[config.mk]
export PLATFORM = sky130hd
export DESIGN_NAME = load_store_unit
export DESIGN_NICKNAME = d
export VERILOG_FILES = /design/src/rtl/load_store_unit.sv
export SDC_FILE = /design/constraint.sdc
export NUM_CORES = 1
export LEC_CHECK = 0
export ABC_CLOCK_PERIOD_IN_PS = 2550
export BUFFER_PORTS_ARGS = -buffer_cell sky130_fd_sc_hd__buf_2
export CAP_MARGIN = 10
export CORE_MARGIN = 1
export CORE_UTILIZATION = 46
export CTS_CLUSTER_DIAMETER = 150
export DETAILED_ROUTE_END_ITERATION = 10
export PLACE_DENSITY_LB_ADDON = 0.15
export SYNTH_ARGS = -nofsm -noshare
export SYNTH_HDL_FRONTEND = slang
export SYNTH_SLANG_ARGS = --single-unit
[constraint.sdc]
create_clock -name clk -period 2.55 [get_ports clk]
set_input_delay 0.255 -clock clk [delete_from_list [all_inputs] [get_ports clk]]
set_output_delay 0.255 -clock clk [all_outputs]
set_load 0.005 [all_outputs]
[src/rtl/load_store_unit.sv]
`default_nettype none
// ============================================================================
// Module   : load_store_unit
// Brief    : RV32 load/store unit bridging the core datapath to a
//            req/gnt/rvalid memory bus, with alignment checks and timeout.
// Revision : 1.0 - initial release
// ============================================================================
module load_store_unit #(
    parameter int unsigned TIMEOUT_CYCLES = 255
) (
    input  logic        clk,
    input  logic        reset,
    input  logic        mem_read,
    input  logic        mem_write,
    input  logic [2:0]  funct3,
    input  logic [31:0] addr,
    input  logic [31:0] wdata,
    output logic [31:0] rdata,
    output logic        stall,
    output logic        misaligned,
    output logic        bus_err,
    output logic        bus_req,
    output logic        bus_we,
    output logic [31:0] bus_addr,
    output logic [3:0]  bus_be,
    output logic [31:0] bus_wdata,
    input  logic        bus_gnt,
    input  logic        bus_rvalid,
    input  logic [31:0] bus_rdata
);

    localparam logic [15:0] c_TIMEOUT = 16'(TIMEOUT_CYCLES);

    typedef enum logic [1:0] {
        IDLE = 2'd0,
        REQ  = 2'd1,
        WAIT = 2'd2,
        DONE = 2'd3
    } state_t;

    state_t      r_state;
    state_t      w_state_next;

    logic        r_bus_req;
    logic        r_bus_we;
    logic [31:0] r_bus_addr;
    logic [3:0]  r_bus_be;
    logic [31:0] r_bus_wdata;
    logic [2:0]  r_funct3;
    logic [1:0]  r_addr_lo;
    logic [31:0] r_rdata;
    logic [15:0] r_count;
    logic        r_bus_err;

    logic        w_access;
    logic        w_fault;
    logic        w_start;
    logic        w_complete;
    logic        w_timeout;
    logic        w_count_hit;
    logic        w_stall;
    logic        w_misaligned;
    logic [3:0]  w_be;
    logic [31:0] w_wdata_rep;
    logic [7:0]  w_byte;
    logic [15:0] w_half;
    logic [31:0] w_load_data;

    assign w_access    = mem_read | mem_write;
    assign w_count_hit = (r_count + 16'd1) == c_TIMEOUT;

    // Stores only exist in signed-width encodings; the unsigned load codes are illegal for them.
    always_comb begin
        w_fault = 1'b0;
        case (funct3)
            3'b000:         w_fault = 1'b0;
            3'b001:         w_fault = addr[0];
            3'b010:         w_fault = (addr[1:0] != 2'b00);
            3'b100:         w_fault = mem_write;
            3'b101:         w_fault = mem_write | addr[0];
            default:        w_fault = 1'b1;
        endcase
    end

    always_comb begin
        w_be        = 4'b1111;
        w_wdata_rep = wdata;
        case (funct3[1:0])
            2'b00: begin
                w_be        = 4'b0001 << addr[1:0];
                w_wdata_rep = {4{wdata[7:0]}};
            end
            2'b01: begin
                w_be        = addr[1] ? 4'b1100 : 4'b0011;
                w_wdata_rep = {2{wdata[15:0]}};
            end
            default: begin
                w_be        = 4'b1111;
                w_wdata_rep = wdata;
            end
        endcase
    end

    always_comb begin
        w_byte      = bus_rdata[{r_addr_lo, 3'b000} +: 8];
        w_half      = bus_rdata[{r_addr_lo[1], 4'b0000} +: 16];
        w_load_data = bus_rdata;
        case (r_funct3)
            3'b000:  w_load_data = {{24{w_byte[7]}}, w_byte};
            3'b001:  w_load_data = {{16{w_half[15]}}, w_half};
            3'b100:  w_load_data = {24'd0, w_byte};
            3'b101:  w_load_data = {16'd0, w_half};
            default: w_load_data = bus_rdata;
        endcase
    end

    // Timeout outranks any grant or response arriving in the same cycle.
    always_comb begin
        w_state_next = r_state;
        w_stall      = 1'b0;
        w_misaligned = 1'b0;
        w_start      = 1'b0;
        w_complete   = 1'b0;
        w_timeout    = 1'b0;
        case (r_state)
            IDLE: begin
                if (w_access) begin
                    if (w_fault) begin
                        w_misaligned = 1'b1;
                    end else begin
                        w_start      = 1'b1;
                        w_stall      = 1'b1;
                        w_state_next = REQ;
                    end
                end
            end
            REQ: begin
                w_stall = 1'b1;
                if (w_count_hit) begin
                    w_timeout    = 1'b1;
                    w_state_next = DONE;
                end else if (bus_gnt && bus_rvalid) begin
                    w_complete   = 1'b1;
                    w_state_next = DONE;
                end else if (bus_gnt) begin
                    w_state_next = WAIT;
                end
            end
            WAIT: begin
                w_stall = 1'b1;
                if (w_count_hit) begin
                    w_timeout    = 1'b1;
                    w_state_next = DONE;
                end else if (bus_rvalid) begin
                    w_complete   = 1'b1;
                    w_state_next = DONE;
                end
            end
            DONE: begin
                w_state_next = IDLE;
            end
            default: begin
                w_state_next = IDLE;
            end
        endcase
    end

    always_ff @(posedge clk or negedge reset) begin
        if (!reset) begin
            r_state     <= IDLE;
            r_bus_req   <= 1'b0;
            r_bus_we    <= 1'b0;
            r_bus_addr  <= 32'd0;
            r_bus_be    <= 4'd0;
            r_bus_wdata <= 32'd0;
            r_funct3    <= 3'd0;
            r_addr_lo   <= 2'd0;
            r_rdata     <= 32'd0;
            r_count     <= 16'd0;
            r_bus_err   <= 1'b0;
        end else begin
            r_state   <= w_state_next;
            r_bus_err <= w_timeout;

            if (w_start) begin
                r_bus_req   <= 1'b1;
                r_bus_we    <= mem_write;
                r_bus_addr  <= {addr[31:2], 2'b00};
                r_bus_be    <= mem_write ? w_be : 4'b0000;
                r_bus_wdata <= w_wdata_rep;
                r_funct3    <= funct3;
                r_addr_lo   <= addr[1:0];
            end else if (r_state == REQ && w_state_next != REQ) begin
                r_bus_req <= 1'b0;
            end

            if (w_start) begin
                r_count <= 16'd0;
            end else if (r_state == REQ || r_state == WAIT) begin
                r_count <= r_count + 16'd1;
            end

            if (w_timeout) begin
                r_rdata <= 32'd0;
            end else if (w_complete && !r_bus_we) begin
                r_rdata <= w_load_data;
            end
        end
    end

    assign stall      = reset ? w_stall : 1'b0;
    assign misaligned = reset ? w_misaligned : 1'b0;
    assign bus_err    = r_bus_err;
    assign rdata      = (r_state == DONE) ? r_rdata : 32'd0;
    assign bus_req    = r_bus_req;
    assign bus_we     = r_bus_we;
    assign bus_addr   = r_bus_addr;
    assign bus_be     = r_bus_be;
    assign bus_wdata  = r_bus_wdata;

endmodule
`default_nettype wire

**Word-level counts from Yosys, hierarchy flattened**

Cells that the tools add are included.

- ROM bits: 0
- Output and inout bits: 105
- Input bits: 105
- RAM bits: 0
- Flip-flop bits (word level): 124
- Memories kept: 0
- Latch bits: 0
- Logic and storage cells: 81

- Divide/modulo/power cells: 0
- Multipliers: 0
- Order comparisons: 0
- Eq/ne operators: 13
- Shift operators: 3
- Bitwise gates (word level): 2
- Reductions and logical operators: 14
- Multiplexer cells: 37
- $add $sub $neg: 1

Operators with widths:

| cell | count |
|---|---|
| 32-bit one-hot mux with 4 select lines | 1 |
| 32-bit two-way mux | 3 |
| 32-bit one-hot mux with 2 select lines | 1 |
| 16-bit two-way mux | 2 |
| 32-bit by 6-bit variable part select with 16-bit output | 1 |
| 32-bit by 6-bit variable part select with 8-bit output | 1 |
| 16-bit by 1-bit adder with 16-bit output, second input constant | 1 |
| 16-bit by 8-bit equality test with 1-bit output, second input constant | 1 |
| 1-bit two-way mux | 16 |
| 2-bit two-way mux | 7 |
| 3-bit equality test, second input constant | 4 |
| 4-bit two-way mux | 2 |
| 2-bit one-hot mux with 4 select lines | 1 |
| 4-bit one-hot mux with 2 select lines | 1 |
| 2-bit nonzero test | 4 |
| 3-bit by 1-bit equality test with 1-bit output, second input constant | 2 |
| 3-bit logical NOT | 2 |
| 1-bit one-hot mux with 5 select lines | 1 |
| 2-bit by 1-bit equality test with 1-bit output, second input constant | 2 |
| 2-bit equality test, second input constant | 2 |
| 2-bit logical NOT | 2 |
| 1-bit one-hot mux with 2 select lines | 2 |
| 1-bit by 2-bit << shifter with 4-bit output, first input constant | 1 |
| 3-bit by 2-bit equality test with 1-bit output, second input constant | 1 |
| 6 further kinds | 9 |

**Logic depth before layout (Yosys ltp)**

Gate-level depths: netlist of the first run.

- Depth in word-level cells: 9
- Gate-level depth with buffers: 10
- Mapped depth without buffers: 9

**Worst setup path after synthesis of the first run**

Ideal clock, no wire load.

- Path type: register -> register
- From: register r_count[0]
- To: register r_rdata[22]
- Slack: 151 ps
- Setup time: 121 ps
- Arrival: 2,278 ps
- Buffers on the path: 1
- Required time: 2,429 ps
- Cell stages (with the launch flop): 10
- Clock period less this slack: 2,399 ps
- Cell sequence: dfrtp_1 > ha_1 > and2_2 > or4_1 > a31oi_1 > a31oi_1 > and2b_4 > nand4b_4 > buf_6 > o2bb2ai_1

- Cells in the longest elaborated chain, start to end: 6
- Elaborated cells on any way between the ends: 10
- Classes of those cells: add/sub (1); eq/ne (1); mux (6); reduce/logical (2)

Ends and longest elaborated chain:

| what | line | RTL |
|---|---|---|
| from (decl) | 52 | `logic [15:0] r_count;` |
| from (signal assigned) | 200 | `r_count <= r_count + 16'd1;` |
| 16-bit by 1-bit adder with 16-bit output (*) | 70 | `assign w_count_hit = (r_count + 16'd1) == c_TIMEOUT;` |
| 16-bit by 8-bit equality test with 1-bit output (*) | 70 |  |
| 1-bit two-way mux (on tied branches) | 151, 139 |  |
| 1-bit one-hot mux with 2 select lines | 125 | `case (r_state)` |
| 1-bit logical AND | 205 | `end else if (w_complete && !r_bus_we) begin` |
| 2-bit nonzero test (no source line) | - |  |
| to (signal assigned) | 206 | `r_rdata <= w_load_data;` |
| to (decl) | 51 | `logic [31:0] r_rdata;` |

Mark *: on every way between the ends. The rest lies on a longest branch, timed or not.
A chain may end at the register's enable or synchronous reset.

**Worst setup path after layout of the first run**

- From: register r_count[1]
- To: register r_rdata[12]

The elaborated chain is that of the path after synthesis.

==> impl_metrics.json, run 1 <==
{
  "status": "finished clean",
  "tightest_slew_ps": 704,
  "synth-seq-area-share": 0.486,
  "ios": 210,
  "htree_levels": 4,
  "r2r_end": "r_rdata[12]",
  "min_period_ps": 2410,
  "dr.pass1.iters": 5,
  "synthArstFlopShare": 1.00,
  "leakage_uw": 0.00428,
  "min_period_over_period": 0.943,
  "swShare": 0.350,
  "path_class": "flop to flop",
  "syn_avg_cell_area_um2": 8.86,
  "clock_sinks": 124,
  "hold_path.class": "primary input to flop",
  "max_freq_mhz": 416,
  "postCtsSetupRepairBufs": 0,
  "setup_viol": 0,
  "r2r_start": "r_count[1]",
  "cpMostUsedCell": "a31oi_1",
  "synthToLayoutAreaGrowth_pct": 29.7,
  "synth_cells": 721,
  "synth_area_um2": 6390,
  "clock_path_buffers": 2,
  "hold_path_end": "bus_addr[6]",
  "crit_slowest_cell": "or4_1",
  "clk_pin_slew_ps": 50,
  "wl_per_cell_um": 15.2,
  "core_area_um2": 13400,
  "clockRootBuffer": "clkbuf_16",
  "endpoint_kind": "flop",
  "place_congestion": 0.913,
  "p_seq_frac": 0.363,
  "drc": 0,
  "power_density_nw_per_um2": 1120,
  "die_y_um": 120,
  "fill_cells": 1201,
  "grt_antenna_before_repair": 0,
  "dp_hpwl_mm": 12.2,
  "critPathMaxFanout": 7,
  "cts_buffers": 17,
  "grt_pass1_wl_mm": 27.9,
  "reg2reg_depth": 9,
  "power_frac_comb": 0.358,
  "vias": 5851,
  "yosysWarnings": 0,
  "ys.flop_type": "dfrtp_1",
  "viasPerCell": 5.24,
  "numPortBuffers": 207,
  "synth_edf_count": 0,
  "grt_use_total": 0.246,
  "critical_path.cell_chain": "ha_1, and2_2, or4_1, a31oi_1, a31oi_1, and2b_4, buf_4, a21o_2, o2bb2ai_1",
  "start_util": 0.477,
  "rrSetupSlack_ps": 140,
  "rows": 42,
  "worstPathArrival_ps": 2700,
  "grt_max_degree": 116,
  "fin_skew_ps": 10.9,
  "ys_types": 58,
  "relSlewSlack": 0.525,
  "fin_cells": 1116,
  "switchingPower_uw": 3230,
  "ant_nets": 0,
  "finalHoldViolCount": 0,
  "maxCapViolations": 0,
  "wirelength_mm": 16.9,
  "drv_slew": 0,
  "hp-start": "addr[6]",
  "dp.cells": 1084,
  "die_area_um2": 14400,
  "grt-ovfl-total": 0,
  "cp-start-kind": "flop",
  "num_antenna_cells": 0,
  "yosys_register_bits": 124,
  "drive_gt1_frac": 0.293,
  "vdd_drop_max_mv": 0.622,
  "drt_iter0_markers": 307,
  "grt_pass1_vias": 5791,
  "required_ps": 2840,
  "p_clk_frac": 0.279,
  "die-width_um": 120,
  "final_nets": 1041,
  "p_int_uw": 6010,
  "cts_tree": "built",
  "clock_latency_ps": 410,
  "worst_path_largest_cell_delay_ps": 490,
  "finalPower_uw": 9250,
  "hold_depth": 3
}
==> per-layer routing <==
metal,part of all wire,global-route usage
met2,0.47,0.395
met4,0.012,0.0719
met1,0.44,0.318
met3,0.083,0.0803
met5,0,0
==> registers in the layout, summed over array words and instances, names as in the netlist <==
register,flops
bus_addr,30
bus_be,4
bus_err,1
bus_req,1
bus_wdata,32
bus_we,1
r_addr_lo,2
r_count,16
r_funct3,3
r_rdata,32
r_state,2
==> timing repair <==
action | in CTS | in global routing
hold buffers | 1 | 0
hold endpoints to repair | 9 | 0
setup endpoints to repair | 0 | 26
resized for setup | 0 | 4
==> stage by stage <==
step / setup WS, ps / hold slack (ps) / util / area (um2) / setup TNS (ps)
floorplan: 151 / -40.6 / - / 6390 / 0
global placement: 203 / 116 / 0.569 / 7630 / 0
detailed placement: 130 / 118 / 0.569 / 7630 / 0
CTS: 107 / 14.3 / 0.617 / 8270 / 0
global route: -0.976 / 29.5 / 0.618 / 8290 / -0.976
finish: 144 / 29.7 / 0.618 / 8290 / 0
==> how the worst max path moves through the flow <==
stage / start / to / slack [ps] / cells after the start
after floorplan: r_count[0] / r_rdata[22] / 150 / 9
after global placement: r_count[1] / r_rdata[15] / 200 / 9
after detailed placement: r_count[1] / r_rdata[28] / 130 / 9
after CTS: r_state[0] / stall / 110 / 5
after global routing: r_count[1] / r_rdata[31] / -1 / 8
final: r_count[1] / r_rdata[12] / 140 / 9
==> layout by cell type, fill, tap and decap left out, types with 4 or more instances in the layout <==
master,count
nor2_1,73
dfrtp_1,123
nand2b_1,7
o2bb2ai_1,23
ha_1,8
and2_1,35
nor3_1,8
buf_2,206
mux2i_1,30
inv_1,10
a21oi_1,27
nand4_1,4
clkbuf_1,4
xnor2_1,8
bufinv_16,4
xor2_1,11
o22ai_1,6
clkbuf_16,17
nand3_1,6
clkbuf_8,4
buf_4,20
nand2_1,185
o21ai_0,63
==> power by group through the flow <==
stage | logic, uW | registers [uW] | clock network [uW]
after CTS | 3330 | 3350 | 2610
final | 3310 | 3360 | 2580
after global routing | 3740 | 3460 | 2690
after floorplan | 2030 | 3250 | 0
after detailed placement | 3320 | 3350 | 0
after global placement | 3210 | 3330 | 0
==> worst max-delay path, delay by kind of cell (launching register included) <==
family	cells	cell delay, ps
DFF	1	440
buffers and inverters	1	130
AOI/OAI and AO/OA	4	530
and+or+nand+nor	3	960
adders and majority gates	1	220
==> cell families after synthesis <==
family,count (synthesis),share of synthesized area
adder cells (fa/ha/maj),8,0.0157
AND/OR/NAND/NOR,343,0.246
other,1,0.000587
XOR/XNOR,19,0.0260
buffers and inverters,53,0.0384
multiplexers,32,0.0505
flip-flops,124,0.486
AO/OA/AOI/OAI,141,0.137
==> Yosys cell counts (8+ instances only) <==
| library cell | count | area, um2 |
|---|---|---|
| xnor2_1 | 8 | 70.1 |
| and2_1 | 35 | 219 |
| nor2_1 | 73 | 274 |
| dfrtp_1 | 124 | 3100 |
| a21oi_1 | 27 | 135 |
| nor3_1 | 8 | 40.0 |
| ha_1 | 8 | 100 |
| o2bb2ai_1 | 24 | 210 |
| xor2_1 | 11 | 96.3 |
| clkbuf_1 | 30 | 113 |
| inv_1 | 10 | 37.5 |
| nand2_1 | 185 | 694 |
| mux2i_1 | 30 | 300 |
| o21ai_0 | 63 | 315 |
==> final cells by class <==
cell class	count	area, um2	area share
clock buffers	25	495	0.0598
multi-input cells	545	3060	0.369
inverters	11	41.3	0.00498
well taps	176	220	0.0266
repair buffers	229	1230	0.149
flip-flops and latches	124	3100	0.375
clock inverters	6	133	0.0160
Power figures use the tool's default switching activity.
==> run 2: changes to the inputs <==
--- a/config.mk
+++ b/config.mk
@@ -8,8 +8,10 @@
 export ABC_CLOCK_PERIOD_IN_PS = 2550
 export BUFFER_PORTS_ARGS = -buffer_cell sky130_fd_sc_hd__buf_2
 export CAP_MARGIN = 10
+export CELL_PAD_IN_SITES_DETAIL_PLACEMENT = 1
+export CELL_PAD_IN_SITES_GLOBAL_PLACEMENT = 1
 export CORE_MARGIN = 1
-export CORE_UTILIZATION = 46
+export CORE_UTILIZATION = 34
 export CTS_CLUSTER_DIAMETER = 150
 export DETAILED_ROUTE_END_ITERATION = 10
 export PLACE_DENSITY_LB_ADDON = 0.15
==> run 2 against run 1 <==
Effect of this change:
- the run now ends with DRC left
- total power rose by 3.3%
- setup slack worse by 47 ps
- clock power increased by 4%
- via count up 1.1%
- sequential share of layout area decreased by 0.77 points
- clock skew shrank 2.2 ps
- non-clock buffer count increased by 5
- register-to-register slack hardly changed
- largest power group is now combinational logic
- flip-flop and latch count unchanged
==> impl_metrics.json, run 2 (same netlist as run 1, synthesis figures left out) <==
{
  "status": "finished, violations left",
  "violations": "DRC",
  "max_freq_mhz": 408,
  "leakage_uw": 0.00433,
  "rrSetupSlack_ps": 140,
  "worstPathArrival_ps": 2200,
  "dr.pass1.iters": 9,
  "vias": 5917,
  "min_period_ps": 2450,
  "cp-start-kind": "flop",
  "path_class": "flop to primary output",
  "grt_pass1_vias": 6376,
  "rows": 49,
  "drc": 12,
  "power_density_nw_per_um2": 1130,
  "die-width_um": 139,
  "core_area_um2": 18200,
  "clock_path_buffers": 2,
  "clockRootBuffer": "clkbuf_16",
  "maxCapViolations": 0,
  "clk_pin_slew_ps": 60,
  "fin_cells": 1176,
  "utilization": 0.465,
  "synthToLayoutAreaGrowth_pct": 32.5,
  "relSlewSlack": 0.455,
  "r2r_start": "r_count[1]",
  "hold_depth": 3,
  "drv_slew": 0,
  "place_congestion": 0.845,
  "required_ps": 2300,
  "num_antenna_cells": 0,
  "vdd_drop_max_mv": 0.489,
  "wirelength_mm": 19.8,
  "r2r_end": "r_rdata[26]",
  "critical_path.cell_chain": "inv_1, ha_2, buf_4, nor2_1, nor3b_1, buf_2",
  "grt-ovfl-total": 0,
  "hp-start": "addr[17]",
  "critPathBufInv": 3,
  "rsz0062_at_grt": "no",
  "hold_path.class": "primary input to flop",
  "cts_tree": "built",
  "grt_use_total": 0.210,
  "final_nets": 1047,
  "dp.cells": 1138,
  "die_y_um": 139,
  "grt_antenna_before_repair": 1,
  "viasPerCell": 5.03,
  "htree_levels": 4,
  "reg2reg_depth": 9,
  "layout_commonest_cell": "buf_2",
  "clock_latency_ps": 410,
  "die_area_um2": 19300,
  "hold_path_end": "bus_addr[17]",
  "fin_skew_ps": 8.73,
  "worst_path_largest_cell_delay_ps": 450,
  "drive_gt1_frac": 0.305,
  "critPathMaxFanout": 7,
  "dp_hpwl_mm": 14.2,
  "setup_viol": 0,
  "clock_sinks": 124,
  "crit_slowest_cell": "dfrtp_1",
  "critPathTopFamily": "buffers and inverters",
  "grt_max_degree": 96,
  "cts_buffers": 17,
  "numPortBuffers": 207,
  "ant_nets": 0,
  "tightest_slew_ps": 810,
  "wl_per_cell_um": 16.9,
  "min_period_over_period": 0.962,
  "endpoint_kind": "primary output",
  "start_util": 0.351,
  "drt_iter0_markers": 223,
  "finalHoldViolCount": 0,
  "final_cell_mix": "buf_2, nand2_1, dfrtp_1",
  "grt_pass1_wl_mm": 32.3,
  "setup_tns_ps": 0,
  "ios": 210
}
==> run 2: cell types whose count changed in the layout (fill, tap and decap cells not counted), moves of 2 or more <==
cell,change
inv_6,+3
clkinv_4,+3
buf_4,+4
ha_2,+2
clkbuf_1,-4
ha_1,-2
==> run 2: routing by layer <==
layer / track usage / share of wire / wire length (um) / up-vias
met5: 0 / 0.00040 / 8 / -
met4: 0.0643 / 0.015 / 294 / 2
met3: 0.0680 / 0.071 / 1410 / 21
met2: 0.350 / 0.48 / 9470 / 166
met1: 0.258 / 0.44 / 8660 / 2878
li1: - / - / - / 2850
==> run 2: worst max path at each step <==
stage | startpoint | endpoint | slack (ps) | depth (start not counted)
floorplan | r_count[0] | r_rdata[22] | 150 | 9
global placement | r_count[0] | r_rdata[18] | 160 | 8
detailed placement | r_count[0] | r_rdata[25] | -20 | 8
CTS | r_state[0] | stall | 5 | 6
global route | r_count[1] | r_rdata[26] | 10 | 9
finish | r_state[0] | stall | 100 | 6
==> run 2: metrics by stage <==
step | cell area [um2] | worst slack (ps) | hold slack (ps) | power (uW)
6_report | 8460 | 97.2 | 27.2 | 9560
5_1_grt | 8460 | 11.0 | 31.6 | 10300
4_1_cts | 8380 | 4.72 | 7.64 | 9580
3_5_place_dp | 7700 | -23.2 | 412 | 6820
3_3_place_gp | 7700 | 156 | 407 | 6660
2_1_floorplan | 6390 | 151 | -40.6 | 5290
==> run 2: repair_timing <==
item,4_1_cts,5_1_grt
hold buffers,1,0
pin swaps,0,3
endpoints found under the hold margin,69,0
resized for setup,1,7
cloned,0,1
setup endpoints to repair,24,35
setup buffers,0,4
==> run 2: worst min-delay path, cell delays in order <==
cell	delay, ps
buf_2	70
nand2_1	40
nand2_1	40
==> run 2: area by class of cell <==
cell class / count / area (um2)
Clock buffer: 21 / 480
Clock inverter: 11 / 180
Fill cell: 2175 / 9740
Inverter: 11 / 41.3
Multi-Input combinational cell: 546 / 3090
Sequential cell: 124 / 3110
Tap cell: 229 / 287
Timing Repair Buffer: 234 / 1280
==> run 2: power by group <==
part	switching (uW)	leakage (uW)	total (uW)	internal, uW
combinational	1980	0.00244	3530	1550
clock	923	0.000321	2680	1760
sequential	552	0.00157	3350	2790
total	3460	0.00433	9560	6100
==> run 3: changes to the inputs <==
--- a/config.mk
+++ b/config.mk
@@ -5,13 +5,13 @@
 export SDC_FILE = /design/constraint.sdc
 export NUM_CORES = 1
 export LEC_CHECK = 0
-export ABC_CLOCK_PERIOD_IN_PS = 2550
+export ABC_CLOCK_PERIOD_IN_PS = 3000
 export BUFFER_PORTS_ARGS = -buffer_cell sky130_fd_sc_hd__buf_2
 export CAP_MARGIN = 10
 export CELL_PAD_IN_SITES_DETAIL_PLACEMENT = 1
 export CELL_PAD_IN_SITES_GLOBAL_PLACEMENT = 1
 export CORE_MARGIN = 1
-export CORE_UTILIZATION = 34
+export CORE_UTILIZATION = 40
 export CTS_CLUSTER_DIAMETER = 150
 export DETAILED_ROUTE_END_ITERATION = 10
 export PLACE_DENSITY_LB_ADDON = 0.15
==> constraint.sdc (replaced) <==
create_clock -name clk -period 3 [get_ports clk]
set_input_delay 0.3 -clock clk [delete_from_list [all_inputs] [get_ports clk]]
set_output_delay 0.3 -clock clk [all_outputs]
set_load 0.005 [all_outputs]
==> run 3 against run 2 <==
Effect of this change:
- the run now ends clean
- final cell count is 3.1% lower
- register-to-register slack improved by 180 ps
- first-iteration DRC count rose by 11%
- flip-flop and latch count is the same
- setup slack improved by 230 ps
==> impl_metrics.json, run 3 (same netlist as run 1, synthesis figures left out) <==
{
  "dp_hpwl_mm": 13.8,
  "min_period_ps": 2680,
  "cts_resized": 0,
  "wl_per_cell_um": 17.1,
  "start_util": 0.416,
  "setup_viol": 0,
  "grt_antenna_before_repair": 1,
  "wl_met2_mm": 9.44,
  "grt_pass1_vias": 6245,
  "critPathBufInv": 0,
  "leakage_uw": 0.00418,
  "met1_length_mm": 8.19,
  "htree_levels": 4,
  "clockRootBuffer": "clkbuf_16",
  "rsz0062_at_grt": "no",
  "worstPathArrival_ps": 3010,
  "synthToLayoutAreaGrowth_pct": 27.6,
  "die-width_um": 128,
  "ios": 210,
  "relSlewSlack": 0.398,
  "cp-start-kind": "flop",
  "clock_path_buffers": 2,
  "layout_commonest_cell": "buf_2",
  "tightest_slew_ps": 900,
  "max_freq_mhz": 374,
  "clock_sinks": 124,
  "final_nets": 1029,
  "cts_tree": "built",
  "clk_pin_slew_ps": 60,
  "endpoint_kind": "flop",
  "dp_slack_ps": 363,
  "wl_met3_mm": 1.47,
  "grt_max_degree": 103,
  "grt_pass1_wl_mm": 31.4,
  "fill_cells": 1892,
  "drv_slew": 0,
  "drive_gt1_frac": 0.284,
  "num_antenna_cells": 0,
  "critical_path.cell_chain": "ha_1, nand2_1, nor4_2, mux2i_1, nor4_1, and2b_4, o21ai_4, o2bb2ai_1",
  "crit_slowest_cell": "o21ai_4",
  "hold_path.class": "primary input to flop",
  "critPathMaxFanout": 24,
  "ff_latch_area_um2": 3100,
  "numPortBuffers": 207,
  "rows": 45,
  "final_cell_mix": "buf_2, nand2_1, dfrtp_1",
  "grt-ovfl-total": 0,
  "drt_iter0_markers": 248,
  "grt_use_total": 0.244,
  "min_period_over_period": 0.892,
  "dr.pass1.iters": 4,
  "finalHoldViolCount": 0,
  "drc": 0,
  "core_area_um2": 15400,
  "power_density_nw_per_um2": 939,
  "fin_ws_ps": 324,
  "highest_layer": "met5",
  "fin_skew_ps": 6.87,
  "maxCapViolations": 0,
  "setup_tns_ps": 0,
  "place_congestion": 0.857,
  "viasPerCell": 5.20,
  "worst_path_largest_cell_delay_ps": 570,
  "wirelength_mm": 19.4,
  "critPathTopFamily": "simple AND/OR/NAND/NOR gates",
  "vdd_drop_max_mv": 0.555,
  "multiInputGateArea_um2": 3040,
  "postCtsSetupRepairBufs": 0,
  "die_y_um": 128,
  "status": "finished clean",
  "finalPower_uw": 7660,
  "vias": 5926,
  "clock_latency_ps": 420,
  "path_class": "flop to flop",
  "cts_buffers": 17,
  "required_ps": 3330,
  "die_area_um2": 16500,
  "ant_nets": 0
}
run 3: changes by cell type in the layout (fill, tap and decap cells not counted), moves of 3 or more:
cell / delta
buf_4: -15
bufinv_16: -3
clkinv_2: +3
clkinvlp_4: +3
run 3: worst paths after layout:
check / startpoint / endpoint / slack (ps) / cells past startpoint
worst max register to register: r_count[0] / r_rdata[26] / 320 / 8
max in group asynchronous: reset / bus_wdata[29] / 1800 / 3
worst max-delay path: r_count[0] / r_rdata[26] / 320 / 8
worst min-delay path: addr[8] / bus_addr[8] / 60 / 3
worst min register to register: bus_addr[29] / bus_addr[29] / 470 / 2
min in group asynchronous: reset / r_count[8] / 350 / 2
run 3: cell type report:
cell class,instances,share of cell area
flip-flops and latches,124,0.381
multi-input cells,545,0.373
repair buffers,217,0.138
clock buffers,19,0.0556
well taps,211,0.0324
clock inverters,13,0.0146
inverters,11,0.00506
run 3: worst register-to-register path, stage by stage (launching register included):
cell and delay, ps:
dfrtp_1 430, ha_1 280, nand2_1 180, nor4_2 330
mux2i_1 270, nor4_1 110, and2b_4 210, o21ai_4 570
o2bb2ai_1 210
run 3: stage by stage:
| stage | hold WS, ps | utilization | cell area, um2 | instances |
|---|---|---|---|---|
| 6_report | 64.9 | 0.530 | 8150 | 1140 |
| 2_1_floorplan | 4.41 | - | 6390 | 722 |
| 3_3_place_gp | 244 | 0.493 | 7570 | 1107 |
| 3_5_place_dp | 245 | 0.493 | 7570 | 1107 |
| 4_1_cts | 54.0 | 0.530 | 8150 | 1140 |
| 5_1_grt | 62.1 | 0.530 | 8150 | 1140 |
run 3: repair_timing:
| action | in CTS | in global routing |
|---|---|---|
| hold buffers | 1 | 0 |
| setup endpoints to repair | 0 | 0 |
| endpoints found under the hold margin | 22 | 0 |
run 3: per-layer routing:
metal,vias up,track usage
li1,2814,-
met1,2901,0.297
met2,180,0.409
met3,29,0.0794
met4,2,0.0830
met5,-,0
run 3: power breakdown:
part | internal, uW | switching (uW)
combinational | 1190 | 1630
sequential | 2370 | 479
clock | 1180 | 793
